`src/rtl/data_mem_resp_pkg.sv`:
```
// Shared encodings for the byte-serial data memory responder.
// Holds access-size and FSM state encodings plus alignment helpers.
package data_mem_resp_pkg;

    localparam int MEM_BYTES = 256;
    localparam int ADDR_W    = 8;

    typedef enum logic [1:0] {
        SZ_BYTE = 2'b00,
        SZ_HALF = 2'b01,
        SZ_WORD = 2'b10,
        SZ_RSVD = 2'b11
    } size_e;

    typedef enum logic [1:0] {
        ST_IDLE = 2'b00,
        ST_XFER = 2'b01,
        ST_RESP = 2'b10
    } state_e;

    // Index of the final byte of a field; the byte counter stops here.
    function automatic logic [1:0] last_idx(input size_e sz);
        case (sz)
            SZ_BYTE: last_idx = 2'd0;
            SZ_HALF: last_idx = 2'd1;
            default: last_idx = 2'd3;
        endcase
    endfunction

    function automatic logic req_error(input size_e sz, input logic [ADDR_W-1:0] addr);
        case (sz)
            SZ_BYTE: req_error = 1'b0;
            SZ_HALF: req_error = addr[0];
            SZ_WORD: req_error = (addr[1:0] != 2'b00);
            default: req_error = 1'b1;
        endcase
    endfunction

endpackage

```
`src/rtl/data_mem_resp_byte_ram.sv`:
```
// 256x8 single-port storage: synchronous write, asynchronous read.
// Deliberately has no reset so contents survive a controller reset.
module dmem_byte_ram
    import data_mem_resp_pkg::*;
(
    input  logic              clk,
    input  logic              i_we,
    input  logic [ADDR_W-1:0] i_addr,
    input  logic [7:0]        i_wdata,
    output logic [7:0]        o_rdata
);

    logic [7:0] r_mem [MEM_BYTES];

    always_ff @(posedge clk) begin
        if (i_we) begin
            r_mem[i_addr] <= i_wdata;
        end
    end

    assign o_rdata = r_mem[i_addr];

endmodule

```
`src/rtl/data_mem_resp.sv`:
```
// Big-endian data memory moving one byte per cycle; IDLE/XFER/RESP handshake
// with BUSY stall, one-cycle DONE/ERR pulse and sign/zero-extended load data.
module data_mem_resp
    import data_mem_resp_pkg::*;
(
    input  logic        clk,
    input  logic        reset,
    input  logic        E,
    input  logic        RW,
    input  logic [1:0]  SIZE,
    input  logic        SE,
    input  logic [7:0]  A,
    input  logic [31:0] DI,
    output logic [31:0] DO,
    output logic        BUSY,
    output logic        DONE,
    output logic        ERR
);

    state_e      r_state;
    state_e      w_next;
    logic [1:0]  r_cnt;
    logic        r_rw;
    logic        r_se;
    logic        r_err;
    size_e       r_size;
    logic [7:0]  r_addr;
    logic [31:0] r_shift;

    logic        w_accept;
    logic        w_req_err;
    logic        w_last;
    logic        w_we;
    logic [7:0]  w_addr;
    logic [7:0]  w_rdata;
    logic [31:0] w_field;

    function automatic logic [31:0] extend(input logic [31:0] f, input size_e sz, input logic se);
        case (sz)
            SZ_BYTE: extend = se ? {{24{f[7]}}, f[7:0]} : {24'd0, f[7:0]};
            SZ_HALF: extend = se ? {{16{f[15]}}, f[15:0]} : {16'd0, f[15:0]};
            default: extend = f;
        endcase
    endfunction

    // Store data is left-justified so the top byte is always the next one out.
    function automatic logic [31:0] align(input logic [31:0] d, input size_e sz);
        case (sz)
            SZ_BYTE: align = {d[7:0], 24'd0};
            SZ_HALF: align = {d[15:0], 16'd0};
            default: align = d;
        endcase
    endfunction

    assign w_accept  = (r_state == ST_IDLE) && E;
    assign w_req_err = req_error(size_e'(SIZE), A);
    assign w_last    = (r_cnt == last_idx(r_size));
    assign w_addr    = r_addr + {6'd0, r_cnt};
    assign w_we      = (r_state == ST_XFER) && r_rw;
    assign w_field   = {r_shift[23:0], w_rdata};

    dmem_byte_ram u_ram (
        .clk     (clk),
        .i_we    (w_we),
        .i_addr  (w_addr),
        .i_wdata (r_shift[31:24]),
        .o_rdata (w_rdata)
    );

    always_comb begin
        w_next = r_state;
        case (r_state)
            ST_IDLE: if (E) w_next = w_req_err ? ST_RESP : ST_XFER;
            ST_XFER: if (w_last) w_next = ST_RESP;
            ST_RESP: w_next = ST_IDLE;
            default: w_next = ST_IDLE;
        endcase
    end

    always_ff @(posedge clk or negedge reset) begin
        if (!reset) begin
            r_state <= ST_IDLE;
            r_cnt   <= 2'd0;
            DO      <= 32'd0;
        end else begin
            r_state <= w_next;
            if (r_state == ST_XFER && !w_last) begin
                r_cnt <= r_cnt + 2'd1;
            end else begin
                r_cnt <= 2'd0;
            end
            if (w_accept && w_req_err) begin
                DO <= 32'd0;
            end else if (r_state == ST_XFER && w_last && !r_rw) begin
                DO <= extend(w_field, r_size, r_se);
            end
        end
    end

    // Request fields and the shift register carry data only, so no reset.
    always_ff @(posedge clk) begin
        if (w_accept) begin
            r_rw    <= RW;
            r_size  <= size_e'(SIZE);
            r_se    <= SE;
            r_addr  <= A;
            r_err   <= w_req_err;
            r_shift <= align(DI, size_e'(SIZE));
        end else if (r_state == ST_XFER) begin
            r_shift <= w_field;
        end
    end

    assign BUSY = (r_state != ST_IDLE);
    assign DONE = (r_state == ST_RESP);
    assign ERR  = DONE && r_err;

endmodule

```
`config.mk`:
```
export PLATFORM = sky130hd
export DESIGN_NAME = data_mem_resp
export DESIGN_NICKNAME = d
export VERILOG_FILES = /design/src/rtl/data_mem_resp_pkg.sv /design/src/rtl/data_mem_resp_byte_ram.sv /design/src/rtl/data_mem_resp.sv
export SDC_FILE = /design/constraint.sdc
export NUM_CORES = 2
export LEC_CHECK = 0
export BUFFER_PORTS_ARGS = -buffer_cell sky130_fd_sc_hd__buf_2
export CORE_MARGIN = 10
export CORE_UTILIZATION = 30
export CTS_CLUSTER_DIAMETER = 40
export DETAILED_ROUTE_END_ITERATION = 8
export GPL_TIMING_DRIVEN = 0
export SYNTH_ARGS = -nofsm -noshare
export SYNTH_HDL_FRONTEND = slang
export SYNTH_SLANG_ARGS = --single-unit
```
`constraint.sdc`:
```
create_clock -name clk -period 4.3 [get_ports clk]
set_input_delay 0.645 -clock clk [delete_from_list [all_inputs] [get_ports clk]]
set_output_delay 0.645 -clock clk [all_outputs]
set_load 0.01 [all_outputs]
```
==> key figures <==
Power and ir drop
  – Worst VDD drop: 0.5958 mV
  – Switching Share: 37.58%
  – Power density cells: 815.2 mW/mm^2
  – Clock group share of total power: 26.9%
  – Sequential share of power: 29.6%
  – Combinational share of power: 43.5%
  – Int Power: 56.36 mW
  – Sw Pwr: 33.93 mW
  – Lkg Pwr: 36.06 nW

Clocking
  – CTS tree: yes
  – Number of CTS-inserted buffers: 306
  – Max clock buf depth: 4
  – CTS clock-pin slew for the worst setup and hold paths: 0.06 ns
  – Clock Sinks: 2129
  – H-tree depth: 5
  – CTS root buf: clkbuf_16
  – Clock latency on the worst-skew pair: 0.97 ns

Global routing
  – Vias in the first global route: 48160
  – Initial antenna violation count: 19
  – Global-route wire length before repair: 442200 um
  – Remaining Overflow, GRT: 0
  – Gr usage total: 21.58%
  – Largest net degree at the start of global routing: 37

Finish
  – Area Growth Syn to Fin: 31.95%
  – Nets@finish: 4937
  – Layout cell share with drive strength beyond 1: 42.16%
  – Filler Cell Count: 24300
  – Register area: 0.06375 mm^2
  – Footprint of the multi-input gates: 0.02149 mm^2

STA
  – Max-slew violation count: 0
  – Unrepaired setup endpoints after global routing: true
  – Minimum clock period: 4.807 ns
  – Final Hold Fails: 0
  – Part of the cycle the worst path needs: 111.8%
  – Final setup viols: 491
  – Final TNS setup: -26.41 ns
  – FMAX: 208.0 MHz
  – Final hold slack: 0.01127 ns
  – Setup Skew: 0.08684 ns
  – Worst setup margin: -0.5075 ns
  – Slew headroom: 16.13%
  – Worst slew pin tran: 1.258 ns

Yosys
  – EDFF count, synth: 2093
  – Leading area contributor after synthesis: edfxtp_1
  – Main synth FF type: edfxtp_1
  – Sequential share of the synthesized area: 75.95%
  – Asr flop ratio synth: 1.691%
  – Mean Syn Cell Area: 20.68 um^2
  – Synth Cell Area: 0.08394 mm^2
  – Top post-synthesis cells by area: edfxtp_1 75%, mux4_2 14%, nor2_1 1.4%
  – #FFs+latches synth: 2129
  – Most numerous cell in the Yosys netlist: edfxtp_1
  – Synth Net Count: 4109
  – Top-area cell type share of the netlist area: 74.87%
  – Post-synth top cells: 2093 x edfxtp_1, 540 x mux4_2, 318 x nor2_1
  – Yosys cell types: 76
  – Syn Inst Count: 4059
  – YS warnings: 0

Die
  – Die H: 549.0 um
  – Die X: 549.0 um
  – Starting Density: 30.10%
  – IO Count: 82
  – CORE AREA: 0.2789 mm^2
  – Die ar.: 0.3014 mm^2
  – Row Count: 194

Critical path
  – Setup CP Type: flop to flop
  – Worst Setup End Kind: flop
  – Worst path cell trace: ha_4 -> buf_8 -> buf_16 -> buf_16 -> buf_16 -> inv_4 -> buf_6 -> clkbuf_4 -> mux2_2 -> a21oi_2 -> o22ai_1 -> nor4_4 -> nand4_1 -> buf_6 -> a21o_1
  – Max FO, Critical Path: 11
  – Slowest stage delay, CP: 0.58 ns
  – Worst endpoint required time: 4.99 ns
  – Slowest CP cell: clkbuf_4
  – Startpoint types: flop
  – Critical Path Most Common Cell: buf_16
  – Crit path DAT: 5.49 ns

Routing
  – Routed WL: 338300 um
  – DRT antenna net count: 0
  – DRC: 0
  – Vias post-DR: 50770
  – Initial DRC Count: 8654
  – Avg WL per Cell: 38.24 um
  – Pre-antenna DRT Iters: 7
  – Vias per inst: 5.739

Status
  – Outcome: complete, but fails checks
  – Violated checks: negative setup slack

Placed design
  – RePlAce Congestion: 1.001
  – Port buffer count: 81
  – DP HPWL: 213200 um

Min path
  – Hold crit path type: primary input to flop

Job
  – Max_cap viols: 0
sequential cells by signal (all words and copies together), names as in the netlist, 2 cells and up:
| register | count |
|---|---|
| u_ram.r_mem | 2048 |
| DO | 32 |
| r_shift | 32 |
| r_addr | 8 |
| r_cnt | 2 |
| r_size | 2 |
| r_state | 2 |
path summary, 6_finish.rpt:
path | startpoint | slack [ns] | end | cells past startpoint
worst max-delay path | r_cnt[0] | -0.51 | r_shift[3] | 15
worst min-delay path | A[1] | 0.01 | r_addr[1] | 1
worst max register to register | r_cnt[0] | -0.51 | r_shift[3] | 15
worst min register to register | DO[29] | 0.50 | DO[29] | 1
max in group asynchronous | reset | 3.44 | r_cnt[1] | 2
min in group asynchronous | reset | 0.31 | DO[24] | 2
repair_timing:
action                      CTS  global route
gates resized for setup    1289           101
cloned                        6             2
setup endpoints to repair  2088          1617
hold endpoints to repair     47             0
buffers inserted            271            69
hold buffers                 12             0
pin swaps                    77            57
final cells by class:
class,count,share of cell area (%)
diodes,14,0.03163
plain buffers,249,3.990
clock buffers,343,7.134
clock inverters,187,1.628
inverters,6,0.02259
multi-input cells,1672,19.40
flip-flops and latches,2129,57.56
well taps,3724,4.207
repair buffers,523,6.026
per-layer routing:
layer,wire (um),GRT usage [%],vias to the layer above
met2,141700,30.63,4361
met4,28870,14.79,10
met5,181,0,-
met3,51660,9.125,1119
li1,-,-,18640
met1,115900,26.62,26640
power groups by stage:
stage	clock, mW	combinational [mW]	sequential (mW)
final	24.2	39.3	26.7
after global routing	25.1	39.0	26.8
after CTS	24.2	36.9	26.7
after detailed placement	0	29.6	27.1
after global placement	0	24.3	29.2
after floorplan	0	12.0	29.1
cell usage in the layout (no fill, tap or decap), types with 34 or more instances in the layout:
| cell type | count |
|---|---|
| inv_6 | 40 |
| dfrtp_1 | 34 |
| mux2i_1 | 48 |
| buf_16 | 162 |
| nand2_1 | 231 |
| edfxtp_1 | 2093 |
| clkbuf_1 | 60 |
| nand3_1 | 45 |
| mux4_2 | 540 |
| a21oi_1 | 63 |
| and3_1 | 39 |
| nor2_1 | 57 |
| buf_4 | 243 |
| buf_2 | 94 |
| nor2_4 | 195 |
| clkbuf_16 | 326 |
| buf_12 | 143 |
| nor2_2 | 66 |
kinds of logic after synthesis:
kind of cell               share of synthesized area, %
xor gates and xnor gates                        0.07304
DFF                                               75.95
buffers and inverters                             1.751
and+or+nand+nor                                   3.972
adders and majority gates                       0.05366
AOI/OAI and AO/OA                                 2.224
muxes                                             15.98
critical path, delay by kind of cell (launching register included):
kind / cells / cell delay (ns)
mux: 1 / 0.45
fa+ha+maj: 1 / 0.22
flops: 1 / 0.44
buf+inv: 8 / 2.19
compound gates: 3 / 0.48
simple gates: 2 / 0.60
stage by stage:
stage | power [mW] | setup slack, ns | std cells | instance area [um^2] | util (%)
after CTS | 87.82 | -0.3636 | 8764 | 109400 | 39.24
after detailed placement | 56.69 | -5.134 | 7946 | 91210 | 32.70
after global placement | 53.44 | -6.452 | 7864 | 89010 | 31.91
final | 90.29 | -0.5075 | 8847 | 110800 | 39.71
after floorplan | 41.11 | 0.07893 | 4059 | 83940 | -
after global routing | 90.81 | -0.4694 | 8836 | 110700 | 39.70
No activity file was read; power rests on OpenSTA's default activity.
